`src/rtl/load_store_unit.sv`:
```
// Load/store unit: single-outstanding byte/half/word accesses against a
// word-addressed, synchronous-read data memory; sub-word stores use read-modify-write.
module load_store_unit #(
  parameter int WORD_ADDR_BITS = 3
) (
  input  logic        clk,
  input  logic        reset,
  input  logic        req_valid,
  output logic        req_ready,
  input  logic        req_write,
  input  logic [1:0]  req_size,
  input  logic        req_unsigned,
  input  logic [31:0] req_addr,
  input  logic [31:0] req_wdata,
  output logic        resp_valid,
  output logic [31:0] resp_rdata,
  output logic        resp_error,
  output logic [31:0] mem_address,
  output logic [31:0] mem_write_data,
  output logic        mem_read,
  output logic        mem_write,
  input  logic [31:0] mem_read_data,
  output logic [2:0]  dbg_state
);

  typedef enum logic [2:0] {
    IDLE       = 3'd0,
    RD_ISSUE   = 3'd1,
    RD_CAPTURE = 3'd2,
    RMW_ISSUE  = 3'd3,
    RMW_MERGE  = 3'd4,
    WRITE      = 3'd5,
    RESP       = 3'd6
  } state_t;

  state_t                    state_q, state_d;
  logic [WORD_ADDR_BITS-1:0] widx_q;
  logic [1:0]                off_q;
  logic [1:0]                size_q;
  logic                      unsigned_q;
  logic [15:0]               lane_q;
  logic [31:0]               wword_q;
  logic [31:0]               rdata_q;
  logic                      err_q;

  logic        accept;
  logic        req_err;
  logic [31:0] load_val;
  logic [31:0] merge_word;
  logic [7:0]  byte_sel;
  logic [15:0] half_sel;

  // Handshake: a request transfers on a cycle where req_valid && req_ready.
  assign accept  = req_valid && req_ready;
  assign req_err = (req_size == 2'b11)
                || (req_size == 2'b01 && req_addr[0])
                || (req_size == 2'b10 && req_addr[1:0] != 2'b00)
                || (|req_addr[31:WORD_ADDR_BITS+2]);

  assign req_ready      = !reset && (state_q == IDLE);
  assign mem_read       = !reset && (state_q == RD_ISSUE || state_q == RMW_ISSUE);
  assign mem_write      = !reset && (state_q == WRITE);
  assign resp_valid     = !reset && (state_q == RESP);
  assign resp_error     = resp_valid && err_q;
  assign resp_rdata     = rdata_q;
  assign mem_address    = {{(32-WORD_ADDR_BITS){1'b0}}, widx_q};
  assign mem_write_data = wword_q;
  assign dbg_state      = state_q;

  // Little-endian lane extraction and merge against the fetched word.
  always_comb begin
    byte_sel   = mem_read_data[{off_q, 3'b000} +: 8];
    half_sel   = mem_read_data[{off_q[1], 4'b0000} +: 16];
    load_val   = mem_read_data;
    merge_word = mem_read_data;
    case (size_q)
      2'b00: begin
        load_val = unsigned_q ? {24'h0, byte_sel} : {{24{byte_sel[7]}}, byte_sel};
        merge_word[{off_q, 3'b000} +: 8] = lane_q[7:0];
      end
      2'b01: begin
        load_val = unsigned_q ? {16'h0, half_sel} : {{16{half_sel[15]}}, half_sel};
        merge_word[{off_q[1], 4'b0000} +: 16] = lane_q;
      end
      default: ;
    endcase
  end

  always_comb begin
    state_d = state_q;
    case (state_q)
      IDLE: begin
        if (accept) begin
          if (req_err)                state_d = RESP;
          else if (!req_write)        state_d = RD_ISSUE;
          else if (req_size == 2'b10) state_d = WRITE;
          else                        state_d = RMW_ISSUE;
        end
      end
      RD_ISSUE:   state_d = RD_CAPTURE;
      RD_CAPTURE: state_d = RESP;
      RMW_ISSUE:  state_d = RMW_MERGE;
      RMW_MERGE:  state_d = WRITE;
      WRITE:      state_d = RESP;
      RESP:       state_d = IDLE;
      default:    state_d = IDLE;
    endcase
  end

  always_ff @(posedge clk) begin
    if (reset) begin
      state_q    <= IDLE;
      widx_q     <= '0;
      off_q      <= 2'b00;
      size_q     <= 2'b00;
      unsigned_q <= 1'b0;
      lane_q     <= 16'h0;
      wword_q    <= 32'h0;
      rdata_q    <= 32'h0;
      err_q      <= 1'b0;
    end else begin
      state_q <= state_d;
      case (state_q)
        IDLE: begin
          if (accept) begin
            widx_q     <= req_addr[WORD_ADDR_BITS+1:2];
            off_q      <= req_addr[1:0];
            size_q     <= req_size;
            unsigned_q <= req_unsigned;
            lane_q     <= req_wdata[15:0];
            wword_q    <= req_wdata;
            err_q      <= req_err;
            // rdata only changes as a response is launched
            if (req_err) rdata_q <= 32'h0;
          end
        end
        RD_CAPTURE: rdata_q <= load_val;
        RMW_MERGE:  wword_q <= merge_word;
        WRITE:      rdata_q <= 32'h0;
        default: ;
      endcase
    end
  end

endmodule

```
`config.mk`:
```
export PLATFORM = sky130hd
export DESIGN_NAME = load_store_unit
export DESIGN_NICKNAME = d
export VERILOG_FILES = /design/src/rtl/load_store_unit.sv
export SDC_FILE = /design/constraint.sdc
export NUM_CORES = 1
export LEC_CHECK = 0
export BUFFER_PORTS_ARGS = -buffer_cell sky130_fd_sc_hd__buf_2
export CORE_MARGIN = 3
export CORE_UTILIZATION = 45
export DETAILED_ROUTE_END_ITERATION = 7
export PLACE_DENSITY = 0.85
export SYNTH_ARGS = -nofsm -noshare
export SYNTH_HDL_FRONTEND = slang
export SYNTH_SLANG_ARGS = --single-unit
```
`constraint.sdc`:
```
create_clock -name clk -period 2.8 [get_ports clk]
set_clock_uncertainty 0.05 [all_clocks]
set_input_delay 0.28 -clock clk [delete_from_list [all_inputs] [get_ports clk]]
set_output_delay 0.28 -clock clk [all_outputs]
set_load 0.05 [all_outputs]
```
## Yosys cells after proc, flatten, opt, wreduce, memory -nomap -nowiden

Index checks and enable logic that the tools add are counted.

- Output and inout port bits: 104
- Register bits after elaboration: 92
- Word-level logic and storage cells: 68

- Shift operators: 6
- Reduce and logical (&&, ||, !) cells: 23
- Equality and inequality tests: 12
- Muxes and demuxes: 16
- Add/sub/neg operators: 2

Operators with widths:

| cell | number |
|---|---|
| $pmux 32 s2 | 3 |
| $mux 32 | 5 |
| $pmux 32 s3 | 1 |
| $bwmux 32 | 2 |
| $shift 16x7->32 const A | 1 |
| $shift 8x7->32 const A | 1 |
| $shiftx 16x7->32 | 1 |
| $shiftx 32x6->16 | 1 |
| $shiftx 32x6->8 | 1 |
| $shiftx 8x7->32 | 1 |
| $reduce_or 27->1 | 1 |
| $pmux 3 s5 | 1 |
| $neg 5->7 | 2 |
| $mux 3 | 4 |
| $eq 3x3->1 const B | 3 |
| $logic_and 1x1->1 | 8 |
| $eq 3x2->1 const B | 2 |
| $eq 2x1->1 const B | 2 |
| $eq 2x2->1 const B | 2 |
| $logic_or 1x1->1 | 4 |
| $ne 2x2->1 const B | 2 |
| $reduce_and 2->1 | 2 |
| $reduce_bool 2->1 | 2 |
| $eq 3x1->1 const B | 1 |
| 6 further kinds | 6 |

## Longest topological paths before layout

- Word-level depth: 8
- Gate-level depth with buffers: 9
- Mapped depth without buffers: 6

## Least setup slack after synthesis

Ideal clock, no wire load.

- Kind: register to output
- Start point: reg state_q[1], in the netlist dbg_state[1]
- End point: out resp_error
- Path buffers: 1
- Cell stages (with the launch flop): 5
- Arrival time: 2.703 ns
- Path slack: -0.233 ns
- Cell sequence: dfxtp_1 > buf_2 > nand2_1 > nor3_1 > and2_1

- Cells in the longest elaborated chain, start to end: 3

RTL lines:

| element | line | RTL |
|---|---|---|
| from (decl) | 36 | `state_t state_q, state_d;` |
| from (signal assigned) | 122 | `state_q <= state_d;` |
| $eq 3x3->1 | 63 | `assign resp_valid = !reset && (state_q == RESP);` |
| $logic_and 1x1->1 | 63 |  |
| named net resp_valid | 15 | `output logic resp_valid,` |
| $logic_and 1x1->1 | 64 | `assign resp_error = resp_valid && err_q;` |
| to (decl) | 17 | `output logic resp_error,` |

The timed path passes the listed nets, and every way through them passes these cells.

## Final worst setup path

- Start point: reg state_q[0], in the netlist dbg_state[0]
- End point: reg wword_q[24], in the netlist mem_write_data[24]

- Cells in the longest elaborated chain, start to end: 5
- Elaborated cells on any way between the ends: 8

RTL lines:

| element | line | RTL |
|---|---|---|
| $logic_not 3->1 | 60, 123 |  |
| $logic_and 1x1->1 | 60 | `assign req_ready = !reset && (state_q == IDLE);` |
| $logic_and 1x1->1 | 54 | `assign accept = req_valid && req_ready;` |
| $ne 2x2->1 (no source line) | n/a |  |
| $reduce_and 2->1 (no source line) | n/a |  |
| to (signal assigned) | 131 | `wword_q <= req_wdata;` |
| to (signal assigned) | 138 | `RMW_MERGE: wword_q <= merge_word;` |
| to (decl) | 42 | `logic [31:0] wword_q;` |

Parallel ways exist; a longest one is shown, timed or not.
A chain may end at the register's enable or synchronous reset.

==> metrics <==
CP Launch Type flop; Final setup viols 0; most common cell in the netlist nand2_1; power per cell area around 760 nW/µm²; Leak Pwr 0.00290 µW; NumNets Final 938; Layout area overhead 20.8%; Yosys top cell by area dfxtp_1; CP Buf/Inv Count 1; crit path cell chain nor4_2, and2_2, buf_4, nor3_1, a2111oi_0; Mapped Avg Cell Area 8.24 µm²; fmax 432 MHz; Clock Latency Late Sink 0.35 ns; max_cap viols 0; TritonCTS clock tree done; synthesized netlist cell count 683; Final period util 0.826; post_cts resized 0; Seq/Total Area, Yosys 0.327; CP max stage delay 0.63 ns; Synth Cell Area about 5600 µm²; clk sinks 92; Die ar. ~14,000 µm²; share of layout cells above drive strength 1 0.287; Avg WL per Cell 18.3 µm; remaining routing DRC violations 0; detailed-route via count just under 6,000; status finished, final reports clean; 1st-iter DRT viols 815; RSZ-0062 raised after global routing false; Fillers between 1,000 and 1,500; Synth top area share 0.327; Post-synth EDFFs 0; vias per cell 5.94; Clock Tree Buf Depth 2; Worst Tran Pin Value around 0.91 ns; first-pass GRT wire length 28,500 µm; PortBufs 177; Placer Congestion ~0.93; CTS root buf clkbuf_16; post-synthesis register bit count 92; # IOs 207; postcts setup bufs 0; row count 40; Slew HR 0.393; placed wire-length estimate between 10,000 and 15,000 µm; TritonCTS Buffers 9; post-synthesis async set-or-reset flop share 0; setup TNS 0 ns; CTS H-tree lvls 3; type of the tightest min-delay check input pin to flop; synth top area cells dfxtp_1 33%, a22o_1 6.7%, nand2_1 6.6%, a21oi_1 4.9%, buf_4 4.4%; ys flop type dfxtp_1; Reg clk slew, reported paths ~0.07 ns; Post-CTS Hold Buffers 0; DRT Pass-1 Iters 5; initial antenna violation count 0; Final Critical Period 2.31 ns; area of the multi-input gates 3320 µm²; final wirelength 18,300 µm; antenna-violating nets left 0; Core ar. 12,100 µm²; worst endpoint required time 2.97 ns; YS warnings 0; Crit path arrival time 2.48 ns; Register Area approximately 1800 µm²; Slew Limit Fails 0; Synth top cells by count 99 x nand2_1, 92 x dfxtp_1, 55 x a21oi_1; Crit. End Element flop; n_diodes 0; kind of critical path flop to flop; die height 118 µm; Die Width 118 µm; crit-path max FO 29; CP max stage cell and2_2; synth unique cells 67; vias in the first global route 5,325; cell family contributing the most delay on the critical path simple AND/OR/NAND/NOR gates; Hold Fails Final Rpt 0; global route overflow 0; Util after Layout 0.561; largest net degree at the start of global routing 73; Total GRT Usage 0.251; starting density of the core 0.465; Worst VDD drop 434 µV
[cells in the final DEF (no fill, tap or decap), types with 7 or more instances in the layout]
cell type    n
nand3_1      9
dfxtp_1     91
a21oi_1     55
a22o_1      43
nor2_1      19
a221oi_1    28
clkbuf_16    9
nor3_1      13
and3_1       8
o21ai_0     19
inv_1       23
a211oi_1    10
buf_4       18
o22ai_1     20
nand2b_1    19
nand2_1     99
a32oi_1      8
nand3b_1     8
a22oi_1      9
a21o_1       9
buf_2      177
conb_1      29
nor2b_1      7
[kinds of logic (layout without fill, tap and decap cells)]
family / count (synthesis) / after routing / share of synthesized area
other cells: 1 / 29 / 0.000666
flops: 92 / 92 / 0.327
fa+ha+maj: 5 / 5 / 0.0111
xor+xnor: 1 / 1 / 0.00156
simple gates: 216 / 216 / 0.202
buf+inv: 113 / 237 / 0.105
compound gates: 242 / 242 / 0.315
mux: 13 / 13 / 0.0371
[worst min-delay path: stages]
cell     delay, ns
buf_2         0.09
nand2_1       0.05
a21oi_1       0.05
[path summary, 6_finish.rpt]
path                             start                         endpoint  slack, ns  cells past startpoint
min                        req_addr[3]           widx_q[1]$_SDFFE_PP0P_       0.11                      3
max          dbg_state[0]$_SDFFE_PP0P_  mem_write_data[24]$_SDFFE_PP0P_       0.49                      5
max reg2reg  dbg_state[0]$_SDFFE_PP0P_  mem_write_data[24]$_SDFFE_PP0P_       0.49                      5
min reg2reg     widx_q[0]$_SDFFE_PP0P_           widx_q[0]$_SDFFE_PP0P_       0.40                      2
[power by group]
group	internal (µW)	switching, µW	leakage [µW]	total (µW)
clock network	725	557	0.000153	1280
logic	622	1540	0.00200	2160
registers	1520	189	0.000752	1710
[per-stage QoR]
step	total power [µW]	worst slack, ns	std cells	cell area (µm²)	hold slack (ns)
after floorplan	3350	0.150	711	5740	0.366
after global routing	5380	0.326	1003	6800	0.119
after CTS	5140	0.524	1003	6800	0.108
after detailed placement	3860	0.549	987	6490	0.395
final	5160	0.486	1003	6800	0.110
after global placement	3840	0.646	987	6490	0.391
[registers in the layout (all words and copies together) (netlist names)]
| name | count |
|---|---|
| unsigned_q | 1 |
| size_q | 2 |
| mem_write_data | 32 |
| widx_q | 3 |
| err_q | 1 |
| lane_q | 16 |
| off_q | 2 |
| resp_rdata | 32 |
| dbg_state | 3 |
[layout make-up]
type | instances | share of cell area
well taps | 168 | 0.0309
clock buffers | 10 | 0.0352
multi-input cells | 506 | 0.488
repair buffers | 195 | 0.150
inverters | 26 | 0.0144
flip-flops and latches | 92 | 0.271
clock inverters | 6 | 0.0103
[layer usage]
layer / GRT usage / share of wire / routed length, µm
met1: 0.361 / 0.43 / 7820
met2: 0.372 / 0.44 / 8010
met3: 0.0524 / 0.11 / 1970
met4: 0.0901 / 0.029 / 523
met5: 0 / 0 / 0
Note: power is estimated with default switching activity, not from simulation.
